==> src/rtl/spin_sequencer.sv <==
// Roulette wheel spin sequencer.
// Accepts a spin request with a landing pocket, steps the lit LED around the
// wheel at a fixed fast period until the required laps are complete and the
// target is reached, then decelerates for one more full lap (the step period
// grows each step) and lands on the target.
// Ports:
//   clock, reset      - clock (rising edge), asynchronous active-high reset
//   spin_req, target  - spin request and landing pocket, sampled every edge
//   spin_ack          - one-cycle pulse, request accepted
//   spin_err          - one-cycle pulse, request rejected (target out of range)
//   led_number        - currently lit pocket
//   busy              - high while the wheel is moving
//   done              - one-cycle pulse, wheel has landed
//   result            - landed pocket, valid from done onward
module spin_sequencer #(
    parameter int unsigned NUM_POCKETS = 38,
    parameter int unsigned BASE_PERIOD = 2,
    parameter int unsigned PERIOD_INC  = 1,
    parameter int unsigned MIN_LAPS    = 1
) (
    input  logic       clock,
    input  logic       reset,
    input  logic       spin_req,
    input  logic [5:0] target,
    output logic       spin_ack,
    output logic       spin_err,
    output logic [5:0] led_number,
    output logic       busy,
    output logic       done,
    output logic [5:0] result
);

    localparam int unsigned POS_W = 6;
    localparam int unsigned PER_W = 16;
    localparam int unsigned CNT_W = 7;
    localparam int unsigned LAP_W = (MIN_LAPS < 1) ? 1 : $clog2(MIN_LAPS + 1);

    typedef enum logic [1:0] {
        IDLE,
        SPIN,
        DECEL
    } state_t;

    state_t             state, state_d;
    logic [POS_W-1:0]   target_q, target_d;
    logic [PER_W-1:0]   timer, timer_d;
    logic [PER_W-1:0]   period, period_d;
    logic [LAP_W-1:0]   laps, laps_d;
    logic [CNT_W-1:0]   dcnt, dcnt_d;
    logic [POS_W-1:0]   led_d, result_d;
    logic               busy_d, done_d, ack_d, err_d;

    logic               step;
    logic [POS_W-1:0]   pos_next;
    logic [LAP_W-1:0]   laps_upd;
    logic [PER_W:0]     period_sum;
    logic [PER_W-1:0]   period_grown;
    logic [CNT_W-1:0]   dcnt_inc;

    // Step strobe, next wheel position, updated lap count, saturated period growth
    always_comb begin
        step         = (timer == period - PER_W'(1));
        pos_next     = (led_number == POS_W'(NUM_POCKETS - 1)) ? '0 : led_number + POS_W'(1);
        laps_upd     = ((pos_next == '0) && (laps < LAP_W'(MIN_LAPS))) ? laps + LAP_W'(1) : laps;
        period_sum   = {1'b0, period} + (PER_W + 1)'(PERIOD_INC);
        period_grown = period_sum[PER_W] ? '1 : period_sum[PER_W-1:0];
        dcnt_inc     = dcnt + CNT_W'(1);
    end

    // Next-state and registered-output logic
    always_comb begin
        state_d  = state;
        target_d = target_q;
        timer_d  = timer;
        period_d = period;
        laps_d   = laps;
        dcnt_d   = dcnt;
        led_d    = led_number;
        result_d = result;
        busy_d   = busy;
        done_d   = 1'b0;
        ack_d    = 1'b0;
        err_d    = 1'b0;

        case (state)
            IDLE: begin
                if (spin_req) begin
                    // 7-bit compare so a NUM_POCKETS of 64 still rejects nothing wrongly
                    if ({1'b0, target} < CNT_W'(NUM_POCKETS)) begin
                        target_d = target;
                        timer_d  = '0;
                        laps_d   = '0;
                        dcnt_d   = '0;
                        period_d = PER_W'(BASE_PERIOD);
                        ack_d    = 1'b1;
                        busy_d   = 1'b1;
                        state_d  = SPIN;
                    end else begin
                        err_d = 1'b1;
                    end
                end
            end

            SPIN: begin
                if (step) begin
                    led_d   = pos_next;
                    timer_d = '0;
                    laps_d  = laps_upd;
                    if ((pos_next == target_q) && (laps_upd >= LAP_W'(MIN_LAPS))) begin
                        // First decel step already uses the incremented period
                        period_d = period_grown;
                        dcnt_d   = '0;
                        state_d  = DECEL;
                    end
                end else begin
                    timer_d = timer + PER_W'(1);
                end
            end

            DECEL: begin
                if (step) begin
                    led_d    = pos_next;
                    timer_d  = '0;
                    dcnt_d   = dcnt_inc;
                    period_d = period_grown;
                    // A full lap of decel steps lands back on the target
                    if (dcnt_inc == CNT_W'(NUM_POCKETS)) begin
                        done_d   = 1'b1;
                        result_d = target_q;
                        busy_d   = 1'b0;
                        state_d  = IDLE;
                    end
                end else begin
                    timer_d = timer + PER_W'(1);
                end
            end

            default: state_d = IDLE;
        endcase
    end

    // State and output registers
    always_ff @(posedge clock or posedge reset) begin
        if (reset) begin
            state      <= IDLE;
            target_q   <= '0;
            timer      <= '0;
            period     <= '0;
            laps       <= '0;
            dcnt       <= '0;
            led_number <= '0;
            result     <= '0;
            busy       <= 1'b0;
            done       <= 1'b0;
            spin_ack   <= 1'b0;
            spin_err   <= 1'b0;
        end else begin
            state      <= state_d;
            target_q   <= target_d;
            timer      <= timer_d;
            period     <= period_d;
            laps       <= laps_d;
            dcnt       <= dcnt_d;
            led_number <= led_d;
            result     <= result_d;
            busy       <= busy_d;
            done       <= done_d;
            spin_ack   <= ack_d;
            spin_err   <= err_d;
        end
    end

endmodule

==> config.mk <==
export PLATFORM = sky130hd
export DESIGN_NAME = spin_sequencer
export DESIGN_NICKNAME = d
export VERILOG_FILES = /design/src/rtl/spin_sequencer.sv
export SDC_FILE = /design/constraint.sdc
export NUM_CORES = 1
export LEC_CHECK = 0
export BUFFER_PORTS_ARGS = -buffer_cell sky130_fd_sc_hd__buf_4
export CORE_MARGIN = 8
export CORE_UTILIZATION = 50
export DETAILED_ROUTE_END_ITERATION = 16
export PLACE_DENSITY = 0.7
export SYNTH_ARGS = -nofsm -noshare
export SYNTH_HDL_FRONTEND = slang
export SYNTH_SLANG_ARGS = --single-unit
export TNS_END_PERCENT = 30
==> constraint.sdc <==
create_clock -name clock -period 3.1 [get_ports clock]
set_input_delay 0.93 -clock clock [delete_from_list [all_inputs] [get_ports clock]]
set_output_delay 0.93 -clock clock [all_outputs]
set_load 0.02 [all_outputs]
==> results.py <==
metrics = {
    "logic_synthesis": {
        "synth_cell_types": 77,
        "yosysWarnings": 0,
        "synth_top_area_share": 0.363,
        "async_flop_share": 1.00,
        "ys_top_cells_by_count": "dfrtp_1 (64), nand2_1 (43), nor2_1 (43), o21ai_0 (40), a21oi_1 (34)",
        "syn_area_per_cell_um2": 8.98,
        "syn_area_um2": 4410,
        "ys_seq_area_frac": 0.363,
        "synth_area_leader_cell": "dfrtp_1",
        "synth.area.top_cells": "dfrtp_1 (36%), o21ai_0 (4.5%), a21oi_1 (3.9%), mux2_2 (3.8%), nand2_1 (3.7%)",
        "synth.most_common_cell": "dfrtp_1",
        "ys_ff_latch": 64,
        "synth_nets": 511,
        "synthFlopType": "dfrtp_1",
        "synth_edf_count": 0,
        "synth_cells": 491,
    },
    "timing": {
        "worst_hold_slack_ps": 516,
        "fin_crit_sh": 0.959,
        "tightest_slew_ps": 1270,
        "finalSetupViolCount": 0,
        "worst_slew_margin_rel": 0.156,
        "clock.fmax_mhz": 336,
        "fin_worst_skew_ps": 9.17,
        "slew_violations": 0,
        "layout_setup_ws_ps": 127,
        "rsz0062_at_grt": "yes",
        "layout_min_cycle_time_ps": 2970,
        "finalHoldViolCount": 0,
        "setup_tns_ps": 0,
    },
    "layout": {
        "area_delta_synth_final_pct": 16.0,
        "n_antenna_cell": 0,
        "final_cells": 644,
        "drive_above_1_share": 0.229,
        "layout.nets": 551,
    },
    "critical_path": {
        "path_class": "reg -> reg",
        "cp.required_ps": 3350,
        "critPathLaunchType": "flip-flop",
        "critPathCaptureType": "flip-flop",
        "arrival_ps": 3220,
        "crit_fanout": 7,
    },
    "placement": {
        "port_buffers": 24,
        "hpwl_um": 7390,
        "dp_slack_ps": 66.1,
        "dp.cells": 623,
        "gp_congestion": 0.888,
    },
    "clocking": {
        "clock_latency_ps": 360,
        "cts_made_buffers": 9,
        "clk_transition_reported_paths_ps": 80,
        "cts_buffer_depth": 2,
        "cts_hold_buffers": 0,
        "numClockSinks": 64,
        "cts_root_buffer": "clkbuf_8",
        "htree_levels": 3,
        "cts_tree": "yes",
    },
    "grt": {
        "grt_max_degree": 65,
        "overflow": 0,
        "grt_pass1_wl_um": 17200,
        "grt_use_total": 0.178,
        "grt_antenna_before_repair": 0,
        "grt_pass1_vias": 3673,
    },
    "floorplanning": {
        "rows": 34,
        "die_h_um": 110,
        "core-area_um2": 8640,
        "ios": 25,
        "fp.dieW_um": 110,
        "die_area_um2": 12100,
        "initial_core_util": 0.511,
    },
    "power_and_ir_drop": {
        "power.density_nw_per_um2": 705,
        "ir_worst_vdd_uv": 423,
        "power_leakage_nw": 2.25,
    },
    "routing": {
        "drc": 0,
        "vias": 3799,
        "drtPass1Iterations": 5,
        "final_antenna_net_count": 0,
        "viasPerCell": 5.90,
        "drt_iter0_markers": 144,
        "drt_wl_total_um": 10600,
        "wl_per_cell_um": 16.4,
    },
    "run_status": {
        "status": "completed",
    },
    "job": {
        "max_cap_viol_count": 0,
    },
    "min_path": {
        "hold_path_class": "reg -> reg",
    },
}
-- registers in the layout (all words and copies together), names as in the netlist --
signal and cells:
laps 1, led_number 6, period 16, done 1
result 6, target_q 6, timer 16, spin_err 1
dcnt 7, state 2, busy 1, spin_ack 1
-- area by class of cell --
type,count,area (um2)
Clock inverter,7,125
Timing Repair Buffer,54,448
Fill cell,764,3520
Tap cell,108,135
Sequential cell,64,1600
Clock buffer,9,124
Multi-Input combinational cell,382,2610
Inverter,20,75.1
-- path summary, 6_finish.rpt --
path | start | end | slack, ps | depth (start not counted)
min in group asynchronous | reset | timer[10]$_DFFE_PP0P_ | 620 | 3
max | period[1]$_DFFE_PP0P_ | state[0]$_DFFE_PP0P_ | 130 | 11
min | result[2]$_DFFE_PP0P_ | result[2]$_DFFE_PP0P_ | 520 | 1
min reg2reg | result[2]$_DFFE_PP0P_ | result[2]$_DFFE_PP0P_ | 520 | 1
max reg2reg | period[1]$_DFFE_PP0P_ | state[0]$_DFFE_PP0P_ | 130 | 11
max in group asynchronous | reset | period[5]$_DFFE_PP0P_ | 2170 | 3
-- kinds of logic (layout without fill, tap and decap cells) --
kind of cell    Yosys count  count (layout)  share of synthesized area
compound gates          135             135                      0.200
xor+xnor                 30              30                     0.0596
fa+ha+maj                11              11                     0.0312
buf+inv                  45              90                     0.0551
flops                    64              64                      0.363
mux                      19              19                     0.0477
simple gates            187             187                      0.243
-- worst max-delay path, cell delays in order (launching register included) --
cell,delay (ps)
dfrtp_1,430
inv_1,130
ha_2,260
nand2_1,100
nor4_2,300
a21oi_2,110
nor4_4,320
nand4_4,200
or4_4,590
a21oi_2,170
mux2i_1,190
a21oi_1,50
-- where the power goes --
group	internal, mW	switching, mW	total, mW
clock	0.544	0.391	0.936
combinational	0.733	0.890	1.62
sequential	0.933	0.115	1.05
-- cell usage in the layout (no fill, tap or decap), types with 10 or more instances in the layout --
cell | Yosys | final
inv_1 | 20 | 19
dfrtp_1 | 64 | 64
nand2_1 | 43 | 43
xnor2_1 | 14 | 14
xor2_1 | 16 | 16
nand3_1 | 26 | 26
and3_1 | 11 | 10
mux2_2 | 15 | 15
o21ai_0 | 40 | 40
a21oi_1 | 34 | 32
buf_4 | 0 | 51
nor2_1 | 43 | 43
-- what timing repair did --
action | in CTS | in global routing
endpoints found under the setup margin | 0 | 28
hold endpoints to repair | 0 | 0
setup buffers | 0 | 4
resized for setup | 0 | 10
-- metal layers --
layer | routed length (um) | part of all wire | GRT usage
met3 | 395 | 0.037 | 0.0322
met5 | 0 | 0 | 0
met2 | 5380 | 0.51 | 0.317
met1 | 4620 | 0.44 | 0.207
met4 | 167 | 0.016 | 0.0656
-- stage by stage --
step | area, um2 | power (mW) | utilization
after global placement | 4770 | 2.54 | 0.552
after floorplan | 4410 | 2.19 | -
final | 5110 | 3.61 | 0.592
after global routing | 5110 | 3.82 | 0.592
after CTS | 5020 | 3.53 | 0.581
after detailed placement | 4770 | 2.58 | 0.552
Note: power is estimated with default switching activity, not from simulation.
